### src/rtl/alu_arbiter.sv
// alu_arbiter -- two-requester round-robin front end for one shared ALU.
//
// Accepts one operation at a time from requester 0 or 1. It latches the
// operands and drives them to an external combinational ALU, waits out the
// execute phase (1 cycle, or MUL_CYCLES for multiply), and then holds the
// result until the consumer takes it.
//
// Ports
//   clock, reset             clock; synchronous active-low reset
//   req_valid[1:0]           per-requester request strobe
//   req_ready[1:0]           per-requester accept (one-hot or zero)
//   req{0,1}_a/_b/_op/_unsig per-requester operands and control
//   alu_a/_b/_op/_unsig      latched operation driven to the shared ALU
//   alu_out, alu_overflow    combinational ALU result
//   rsp_valid/rsp_ready      response handshake
//   rsp_data/_overflow/_id   captured result and issuing requester
//   ovf_count[7:0]           saturating count of overflowing completions
module alu_arbiter #(
  parameter int MUL_CYCLES = 3
) (
  input  logic        clock,
  input  logic        reset,
  input  logic [1:0]  req_valid,
  output logic [1:0]  req_ready,
  input  logic [31:0] req0_a,
  input  logic [31:0] req0_b,
  input  logic [31:0] req1_a,
  input  logic [31:0] req1_b,
  input  logic [2:0]  req0_op,
  input  logic [2:0]  req1_op,
  input  logic        req0_unsig,
  input  logic        req1_unsig,
  output logic [31:0] alu_a,
  output logic [31:0] alu_b,
  output logic [2:0]  alu_op,
  output logic        alu_unsig,
  input  logic [31:0] alu_out,
  input  logic        alu_overflow,
  output logic        rsp_valid,
  input  logic        rsp_ready,
  output logic [31:0] rsp_data,
  output logic        rsp_overflow,
  output logic        rsp_id,
  output logic [7:0]  ovf_count
);

  generate
    if (MUL_CYCLES < 1 || MUL_CYCLES > 15) begin : g_bad_mul_cycles
      $error("alu_arbiter: MUL_CYCLES must be within 1..15");
    end
  endgenerate

  localparam logic [2:0] OP_MUL   = 3'b111;
  localparam logic [3:0] MUL_LOAD = 4'(MUL_CYCLES - 1);

  typedef enum logic [1:0] {IDLE, EXEC, RESP} state_t;

  state_t state, state_nxt;

  // Requester inputs packed so the granted one is picked by a single index.
  logic [1:0][31:0] in_a, in_b;
  logic [1:0][2:0]  in_op;
  logic [1:0]       in_unsig;

  assign in_a     = {req1_a, req0_a};
  assign in_b     = {req1_b, req0_b};
  assign in_op    = {req1_op, req0_op};
  assign in_unsig = {req1_unsig, req0_unsig};

  // Latched operation and arbitration state
  logic [31:0] lat_a, lat_b;
  logic [2:0]  lat_op;
  logic        lat_unsig;
  logic        lat_id;
  logic        last_grant;   // requester granted most recently
  logic [3:0]  exec_cnt;     // remaining EXEC cycles after the current one

  logic [1:0]  grant;
  logic        sel;
  logic        hs;           // request handshake this cycle
  logic        exec_last;
  logic        rsp_exit;     // response handshake this cycle

  // Round-robin grant: on a tie the requester not served last wins.
  always_comb begin
    grant = 2'b00;
    case (req_valid)
      2'b01:   grant = 2'b01;
      2'b10:   grant = 2'b10;
      2'b11:   grant = last_grant ? 2'b01 : 2'b10;
      default: grant = 2'b00;
    endcase
  end

  assign sel       = grant[1];
  assign hs        = (state == IDLE) && (grant != 2'b00) && reset;
  assign exec_last = (exec_cnt == 4'd0);
  assign rsp_exit  = (state == RESP) && rsp_ready && reset;

  // State register
  always_ff @(posedge clock) begin
    if (!reset) state <= IDLE;
    else        state <= state_nxt;
  end

  // Next-state logic
  always_comb begin
    state_nxt = state;
    case (state)
      IDLE:    if (hs) state_nxt = EXEC;
      EXEC:    if (exec_last) state_nxt = RESP;
      RESP:    if (rsp_ready) state_nxt = IDLE;
      default: state_nxt = IDLE;
    endcase
  end

  // Outputs; both strobes are forced low while reset is held so an aborted
  // operation never looks live to either side.
  always_comb begin
    req_ready = 2'b00;
    rsp_valid = 1'b0;
    if (reset) begin
      req_ready = (state == IDLE) ? grant : 2'b00;
      rsp_valid = (state == RESP);
    end
  end

  // Operand latch, arbitration pointer and execute timer
  always_ff @(posedge clock) begin
    if (!reset) begin
      lat_a      <= '0;
      lat_b      <= '0;
      lat_op     <= '0;
      lat_unsig  <= 1'b0;
      lat_id     <= 1'b0;
      last_grant <= 1'b1;   // requester 0 wins the first tie
      exec_cnt   <= '0;
    end else if (hs) begin
      lat_a      <= in_a[sel];
      lat_b      <= in_b[sel];
      lat_op     <= in_op[sel];
      lat_unsig  <= in_unsig[sel];
      lat_id     <= sel;
      last_grant <= sel;
      exec_cnt   <= (in_op[sel] == OP_MUL) ? MUL_LOAD : 4'd0;
    end else if (state == EXEC && !exec_last) begin
      exec_cnt   <= exec_cnt - 4'd1;
    end
  end

  // Result capture on the final EXEC cycle; held through RESP.
  always_ff @(posedge clock) begin
    if (!reset) begin
      rsp_data     <= '0;
      rsp_overflow <= 1'b0;
    end else if (state == EXEC && exec_last) begin
      rsp_data     <= alu_out;
      rsp_overflow <= alu_overflow;
    end
  end

  // Overflow counter advances only when an overflowing result is consumed.
  always_ff @(posedge clock) begin
    if (!reset) begin
      ovf_count <= '0;
    end else if (rsp_exit && rsp_overflow && ovf_count != 8'hFF) begin
      ovf_count <= ovf_count + 8'd1;
    end
  end

  assign alu_a     = lat_a;
  assign alu_b     = lat_b;
  assign alu_op    = lat_op;
  assign alu_unsig = lat_unsig;
  assign rsp_id    = lat_id;

endmodule

### config.mk
export PLATFORM = sky130hd
export DESIGN_NAME = alu_arbiter
export DESIGN_NICKNAME = d
export VERILOG_FILES = /design/src/rtl/alu_arbiter.sv
export SDC_FILE = /design/constraint.sdc
export NUM_CORES = 1
export LEC_CHECK = 0
export CAP_MARGIN = 5
export CORE_ASPECT_RATIO = 0.8
export CORE_MARGIN = 1
export CORE_UTILIZATION = 38
export CTS_CLUSTER_SIZE = 30
export DETAILED_ROUTE_END_ITERATION = 6
export PLACE_DENSITY = 0.89
export RECOVER_POWER = 100
export SYNTH_ARGS = -nofsm -noshare
export SYNTH_HDL_FRONTEND = slang
export SYNTH_SLANG_ARGS = --single-unit
### constraint.sdc
create_clock -name clock -period 2.15 [get_ports clock]
set_input_delay 0.43 -clock clock [delete_from_list [all_inputs] [get_ports clock]]
set_output_delay 0.43 -clock clock [all_outputs]
set_load 0.05 [all_outputs]
==> flow_metrics.tcl, run 1 <==
set metrics [dict create \
    fmax_ghz 0.479 \
    antenna_found_initial 0 \
    async_flop_share 0 \
    design.core.area_mm2 0.0123 \
    dr.pass1.iters 4 \
    cts_buffer_depth 2 \
    fp.dieH_um 103 \
    start_kind "register" \
    grt_max_degree 80 \
    yosys.area.top_type "dfxtp_1" \
    synth.top_cell.area_share 0.485 \
    cp_cell_sequence "clkdlybuf4s50_1" \
    finClkSkew_ns 0.00682 \
    io_buffers 286 \
    postCtsSetupRepairBufs 0 \
    wl_met1_um 5840 \
    met3_length_um 1130 \
    clock-sinks 117 \
    power_leakage_nw 3.48 \
    fin_nets 989 \
    insertion_delay_ns 0.40 \
    yosys_warnings 0 \
    cp-end-kind "output pin" \
    cts_hold_buffers 0 \
    synthTopCellsByArea "dfxtp_1, mux2i_1, nand3_1" \
    wl_met2_um 7130 \
    drc_errors 0 \
    ys_seq_elements 117 \
    gp_congestion 0.830 \
    h-tree-depth 4 \
    numCtsBuffers 17 \
    fin_crit_sh 0.971 \
    cts_tree "yes" \
    dp.cells 964 \
    syn_inst 541 \
    wire_per_inst_um 14.4 \
    rsz0062_at_grt "false" \
    syn-num-nets 718 \
    dp_hpwl_um 10700 \
    grt_pass1_vias 4493 \
    fin_crit_ns 2.09 \
    synth_sequential_area_ratio 0.485 \
    hold_ws_ns 0.448 \
    die_x_um 128 \
    dr.max_layer_used "met4" \
    final-hold-violation-count 0 \
    grt-ovfl-total 0 \
    wl_um 14300 \
    setup_viol 0 \
    clk_pin_slew_worst_paths_ns 0.06 \
    crit_required_ns 1.72 \
    status "complete, no violations" \
    r2r_slack_ns 0.34 \
    drt_iter0_drc 169 \
    grt_pass1_wl_um 22100 \
    slew-limit-headroom 0.508 \
    initial_core_util 0.393 \
    peakVddDrop_mv 0.677 \
    vias 4837 \
    drv_slew 0 \
    rows 36 \
    synth_edf_count 0 \
    netlist_area_mm2 0.00483 \
    grt_usage 0.217 \
    die_area_mm2 0.0132 \
    cts_root_buffer "clkbuf_16" \
    avgSynthCellArea_um2 8.92 \
    instances_no_fill 994 \
    worstPathBufferInverterCount 1 \
    critical_path_class "reg -> out" \
    area_delta_synth_final_pct 73.8 \
    max_stage_delay_ns 0.85 \
    power.density_mw_per_mm2 859 \
    worstMarginPinSlew_ns 0.738 \
    worstPathArrival_ns 1.66 \
    ys.flop_type "dfxtp_1" \
    cp_top_family "buffers and inverters" \
    io_pins 287 \
    ys_types 39 \
    vias_per_cell 4.87 \
    setup_tns_ns 0 \
    critPathSlowestCell "clkdlybuf4s50_1" \
    drive_gt1_frac 0.0571 \
    antennaDiodeCount 0 \
    worstPathMaxFanout 6 \
    maxCapViolCount 0 \
    hold_class "reg -> reg" \
    antenna_left 0 \
    ctsResizeCount 0 \
]
-- synth_stat cells (all sizes together) (2+ instances only) --
cell type	count
o311ai	2
nand2b	3
nand4	2
or3	2
nor2b	2
dfxtp	117
ha	3
and3	2
nor3	2
clkbuf	20
buf	25
and2	3
o22ai	3
mux2i	67
inv	4
nand3	74
o31ai	3
xor2	3
o21ai	72
o211ai	3
nand2	73
a21oi	37
nor2	8
-- logic make-up (layout without fill, tap and decap cells) --
family | Yosys count | in the layout | synth area share
multiplexers | 67 | 67 | 0.139
AND/OR/NAND/NOR | 174 | 174 | 0.165
flip-flops | 117 | 117 | 0.485
XOR/XNOR | 4 | 4 | 0.00726
adder cells (fa/ha/maj) | 3 | 3 | 0.00777
AO/OA/AOI/OAI | 127 | 127 | 0.145
buffers and inverters | 49 | 331 | 0.0505
-- state kept, by name, summed over array words and instances (netlist names), 2 cells and up --
register / flops
alu_a: 32
alu_b: 32
rsp_data: 32
ovf_count: 8
exec_cnt: 4
alu_op: 3
state: 2
-- cell usage in the layout, fill, tap and decap left out, types with 6 or more instances in the layout --
master / netlist / routed
dfxtp_1: 117 / 117
nand3_1: 74 / 74
o21ai_0: 71 / 71
dlygate4sd3_1: 0 / 101
clkbuf_16: 0 / 17
clkdlybuf4s50_1: 0 / 178
buf_12: 0 / 6
nand2_1: 73 / 73
a21oi_1: 37 / 37
mux2i_1: 67 / 67
nor2_1: 8 / 8
-- worst reg2reg max path, delay by kind of cell (launching register included) --
family	cells	cell delay, ns
buffers and inverters	2	0.46
flip-flops	1	0.33
adder cells (fa/ha/maj)	1	0.13
AND/OR/NAND/NOR	3	0.65
AO/OA/AOI/OAI	1	0.16
-- per-layer routing --
| metal | track usage | vias to the layer above |
|---|---|---|
| met3 | 0.0763 | 13 |
| met4 | 0.0833 | 0 |
| met5 | 0 | - |
| li1 | - | 2453 |
| met2 | 0.388 | 182 |
| met1 | 0.240 | 2189 |
-- path summary, 6_finish.rpt --
kind           startpoint            to  depth (start not counted)
max          ovf_count[4]  ovf_count[4]                          1
min          rsp_data[22]  rsp_data[22]                          2
max reg2reg   exec_cnt[0]  rsp_data[17]                          7
min reg2reg  rsp_data[22]  rsp_data[22]                          2
-- area by class of cell --
cell class | count | area, um2
fill | 1005 | 3910
timing repair buffer | 297 | 2990
sequential | 117 | 2340
multi-input combinational | 375 | 2230
clock buffer | 20 | 467
tap | 171 | 214
clock inverter | 10 | 130
inverter | 4 | 15.0
-- power breakdown --
part           switching, mW  leakage [nW]  internal, mW
logic                   1.16          2.22         0.737
registers             0.0946         0.963          2.38
clock network          0.953         0.293          1.89
-- through the flow --
step,area [um2],setup WS (ns),utilization,power [mW]
after floorplan,4830,0.0169,-,3.67
after global placement,7860,0.108,0.639,4.48
after detailed placement,7860,0.0596,0.639,4.52
after CTS,8460,0.00427,0.688,7.38
after global routing,8390,0.0218,0.682,7.51
final,8390,0.0615,0.682,7.21
Power figures use the tool's default switching activity.
==> run 2, diff against run 1 <==
- CORE_ASPECT_RATIO: 0.8 -> unset
==> run 2 against run 1 <==
  * Flip-flop and latch count unchanged
  * Clock power decreased by 8.1%
  * Utilization is 0.25 points higher
  * Maximum frequency shrank 0.74%
  * First-iteration DRC count grew 47%
  * Hold slack worse by 0.056 ns
  * Wire length up 5.7%
  * Power fell by 2.8%
  * Worst setup slack worse by 0.016 ns
  * Final cell count stayed put
  * Sequential share of layout area increased by 0.092 points
  * Via count up 1.6%
==> flow_metrics.tcl, run 2 (same netlist as run 1, synthesis figures left out) <==
set metrics [dict create \
    io_buffers 286 \
    wire_per_inst_um 15.2 \
    drive_gt1_frac 0.0593 \
    critical_path_class "in -> out" \
    max_stage_delay_ns 0.52 \
    setup_viol 0 \
    grt_pass1_vias 4739 \
    grt-ovfl-total 0 \
    gp_congestion 0.768 \
    clk_pin_slew_worst_paths_ns 0.05 \
    grt_pass1_wl_um 23000 \
    hold_class "in -> reg" \
    start_kind "input pin" \
    status "complete, no violations" \
    initial_core_util 0.395 \
    slew-limit-headroom 0.443 \
    antenna_left 0 \
    final_cell_mix "clkdlybuf4s50_1, dfxtp_1, dlygate4sd3_1, nand3_1, nand2_1" \
    worstMarginPinSlew_ns 0.836 \
    final_area_mm2 0.00836 \
    setup_ws_ns 0.0459 \
    vias 4912 \
    design.core.area_mm2 0.0122 \
    fin_crit_sh 0.979 \
    cp_cell_sequence "clkdlybuf4s50_1 > nand2b_1 > and2_4 > nor2_1 > buf_12" \
    hold_ws_ns 0.391 \
    final_util 0.685 \
    crit_required_ns 1.72 \
    final-hold-violation-count 0 \
    nFillCells 959 \
    die_x_um 115 \
    power.density_mw_per_mm2 838 \
    drc_errors 0 \
    cts_tree "yes" \
    maxCapViolCount 0 \
    wl_um 15100 \
    antenna_found_initial 0 \
    rsz0062_at_grt "false" \
    fin_nets 990 \
    power_leakage_nw 3.46 \
    insertion_delay_ns 0.41 \
    cts_buffer_depth 2 \
    critPathSlowestCell "clkdlybuf4s50_1" \
    dp_hpwl_um 11100 \
    drt_iter0_drc 248 \
    dr.pass1.iters 4 \
    grt_usage 0.229 \
    vias_per_cell 4.94 \
    die_area_mm2 0.0132 \
    setup_tns_ns 0 \
    finClkSkew_ns 0.00488 \
    area_delta_synth_final_pct 73.2 \
    placed_area_mm2 0.00787 \
    cp-end-kind "output pin" \
    postCtsSetupRepairBufs 0 \
    h-tree-depth 4 \
    cts_root_buffer "clkbuf_16" \
    rows 40 \
    io_pins 287 \
    fmax_ghz 0.475 \
    drv_slew 0 \
    final_common_cell "clkdlybuf4s50_1" \
    numCtsBuffers 17 \
    peakVddDrop_mv 0.629 \
    worstPathMaxFanout 4 \
    dpl_worst_slack_ns 0.0491 \
    grt_max_degree 59 \
    antennaDiodeCount 0 \
    fin_crit_ns 2.10 \
    fp.dieH_um 115 \
    worstPathArrival_ns 1.67 \
    clock-sinks 117 \
]
run 2: cell count changes in the layout (fill, tap and decap cells not counted), sizes merged, moves of 2 or more:
cell and change:
dlygate4sd3 -8, clkinv +4, clkdlybuf4s50 +8, bufinv -2
run 2: path summary, 6_finish.rpt:
path	startpoint	endpoint	slack (ns)	depth (start not counted)
setup reg to reg	exec_cnt[0]	rsp_data[16]	0.19	7
hold reg to reg	rsp_data[8]	rsp_data[8]	0.45	2
hold / removal	reset	ovf_count[7]	0.39	3
setup / recovery	req_valid[1]	req_ready[1]	0.05	5
run 2: what timing repair did:
| item | 4_1_cts | 5_1_grt |
|---|---|---|
| gates resized for setup | 1 | 1 |
| cloned | 0 | 0 |
| pin swaps | 0 | 0 |
| setup endpoints to repair | 1 | 1 |
| hold buffers | 0 | 0 |
run 2: worst max-delay path: cells and delay by family:
kind	cells	cell delay, ns
buf+inv	2	0.70
simple gates	3	0.54
run 2: power by group:
part | internal [mW] | total, mW | leakage, nW | switching (mW)
logic | 0.748 | 1.92 | 2.21 | 1.17
clock network | 1.66 | 2.61 | 0.282 | 0.957
registers | 2.38 | 2.48 | 0.963 | 0.0986
total | 4.79 | 7.01 | 3.46 | 2.22
run 2: cell type report:
class / count / area, um2 / share of cell area
Tap cell: 168 / 210 / 0.0251
Multi-Input combinational cell: 375 / 2230 / 0.267
Sequential cell: 117 / 2340 / 0.280
Inverter: 4 / 15.0 / 0.00180
Clock inverter: 11 / 82.6 / 0.00987
Timing Repair Buffer: 298 / 3010 / 0.360
Clock buffer: 21 / 470 / 0.0562
run 2: per-layer routing:
layer	wire, um	global-route usage
met1	5500	0.220
met2	7670	0.417
met3	1650	0.118
met4	300	0.0823
met5	0	0
run 2: stage by stage:
| step | power [mW] | cells |
|---|---|---|
| 4_1_cts | 7.16 | 994 |
| 2_1_floorplan | 3.67 | 541 |
| 3_5_place_dp | 4.53 | 962 |
| 6_report | 7.01 | 994 |
| 5_1_grt | 7.31 | 994 |
| 3_3_place_gp | 4.50 | 962 |
==> run 3, diff against run 2 <==
- MAX_ROUTING_LAYER: unset -> met4
==> run 3 against run 2 <==
  * Wire length increased by 0.44%
  * Utilization unchanged
  * Die area did not move
  * Flip-flop and latch count stayed put
  * Critical path type unchanged
  * Critical endpoint unchanged
  * Largest cell class unchanged
==> flow_metrics.tcl, run 3 (same netlist as run 1, synthesis figures left out) <==
set metrics [dict create \
    status "complete, no violations" \
    numCtsBuffers 17 \
    clock-sinks 117 \
    area_delta_synth_final_pct 73.2 \
    drive_gt1_frac 0.0593 \
    max_stage_delay_ns 0.52 \
    worstPathArrival_ns 1.67 \
    dr.pass1.iters 4 \
    total_power_mw 7.01 \
    io_pins 287 \
    insertion_delay_ns 0.41 \
    fp.dieH_um 115 \
    setup_viol 0 \
    dp_hpwl_um 11100 \
    wire_per_inst_um 15.3 \
    r2r_cells 7 \
    fmax_ghz 0.476 \
    cts_root_buffer "clkbuf_16" \
    critPathSlowestCell "clkdlybuf4s50_1" \
    crit_required_ns 1.72 \
    fin_crit_sh 0.978 \
    min_path_cells 3 \
    multi_input_comb_area_mm2 0.00223 \
    cts_tree "yes" \
    postCtsSetupRepairBufs 0 \
    hold_ws_ns 0.390 \
    maxCapViolCount 0 \
    gp_congestion 0.778 \
    initial_core_util 0.395 \
    fin_crit_ns 2.10 \
    nFillCells 959 \
    die_x_um 115 \
    clk_pin_slew_worst_paths_ns 0.05 \
    grt-ovfl-total 0 \
    cp_cell_sequence "clkdlybuf4s50_1 > nand2b_1 > and2_4 > nor2_1 > buf_12" \
    antenna_found_initial 0 \
    drc_errors 0 \
    seqCellArea_mm2 0.00234 \
    power.density_mw_per_mm2 839 \
    worstPathMaxFanout 4 \
    design.core.area_mm2 0.0122 \
    setup_ws_ns 0.0484 \
    final_cell_mix "clkdlybuf4s50_1, dfxtp_1, dlygate4sd3_1, nand3_1, nand2_1" \
    rows 40 \
    power_leakage_nw 3.45 \
    drt_iter0_drc 247 \
    critical_path_class "in -> out" \
    worstMarginPinSlew_ns 0.836 \
    finClkSkew_ns 0.00633 \
    hold_class "in -> reg" \
    grt_max_degree 59 \
    antenna_left 0 \
    dpl_worst_slack_ns 0.0491 \
    die_area_mm2 0.0132 \
    peakVddDrop_mv 0.630 \
    worstReg2RegStart "exec_cnt[0]" \
    grt_usage 0.236 \
    io_buffers 286 \
    final-hold-violation-count 0 \
    vias 4891 \
    drv_slew 0 \
    start_kind "input pin" \
    min_from "reset" \
    cp-end-kind "output pin" \
    vias_per_cell 4.92 \
    wl_um 15200 \
    grt_pass1_vias 4745 \
    cts_buffer_depth 2 \
    slew-limit-headroom 0.443 \
    r2r_slack_ns 0.18 \
    final_common_cell "clkdlybuf4s50_1" \
    antennaDiodeCount 0 \
    h-tree-depth 4 \
    rr_endpoint "rsp_data[16]" \
    setup_tns_ns 0 \
    rsz0062_at_grt "false" \
    grt_pass1_wl_um 23000 \
    fin_nets 990 \
    hold_end "ovf_count[7]" \
]
==> run 3: through the flow <==
step	std cells	cell area, um2	utilization
finish	994	8360	0.685
global route	994	8360	0.685
CTS	994	8420	0.689
detailed placement	962	7870	0.644
global placement	962	7870	0.644
floorplan	541	4830	-
==> run 3: timing repair <==
item / CTS / global route
endpoints found under the setup margin: 1 / 1
pin swaps: 0 / 0
hold buffers: 0 / 0
gates resized for setup: 1 / 1
==> run 3: layout make-up <==
type | instances | area share
clock buffer | 21 | 0.0562
clock inverter | 11 | 0.00987
inverter | 4 | 0.00180
multi-input combinational | 375 | 0.267
sequential | 117 | 0.280
tap | 168 | 0.0251
timing repair buffer | 298 | 0.360
==> run 3: power breakdown <==
part / switching [mW] / internal, mW / leakage [nW]
clock: 0.961 / 1.66 / 0.282
combinational: 1.17 / 0.750 / 2.21
sequential: 0.0995 / 2.38 / 0.963
total: 2.23 / 4.79 / 3.45
==> run 3: per-layer routing <==
metal  GRT usage  part of all wire
met1       0.229              0.38
met2       0.418              0.51
met3       0.108             0.098
met4      0.0745             0.016
met5           -                 0
==> run 3: worst max path at each step <==
stage,from,to,slack [ns]
floorplan,reset,req_ready[1],0.02
global placement,req_valid[1],req_ready[1],0.07
detailed placement,req_valid[1],req_ready[1],0.05
CTS,ovf_count[3],ovf_count[3],0.01
global route,ovf_count[4],ovf_count[4],0.003
finish,req_valid[1],req_ready[1],0.05
==> run 3: critical path, delay by kind of cell <==
| family | cells | cell delay (ns) |
|---|---|---|
| and+or+nand+nor | 3 | 0.54 |
| buffers and inverters | 2 | 0.70 |
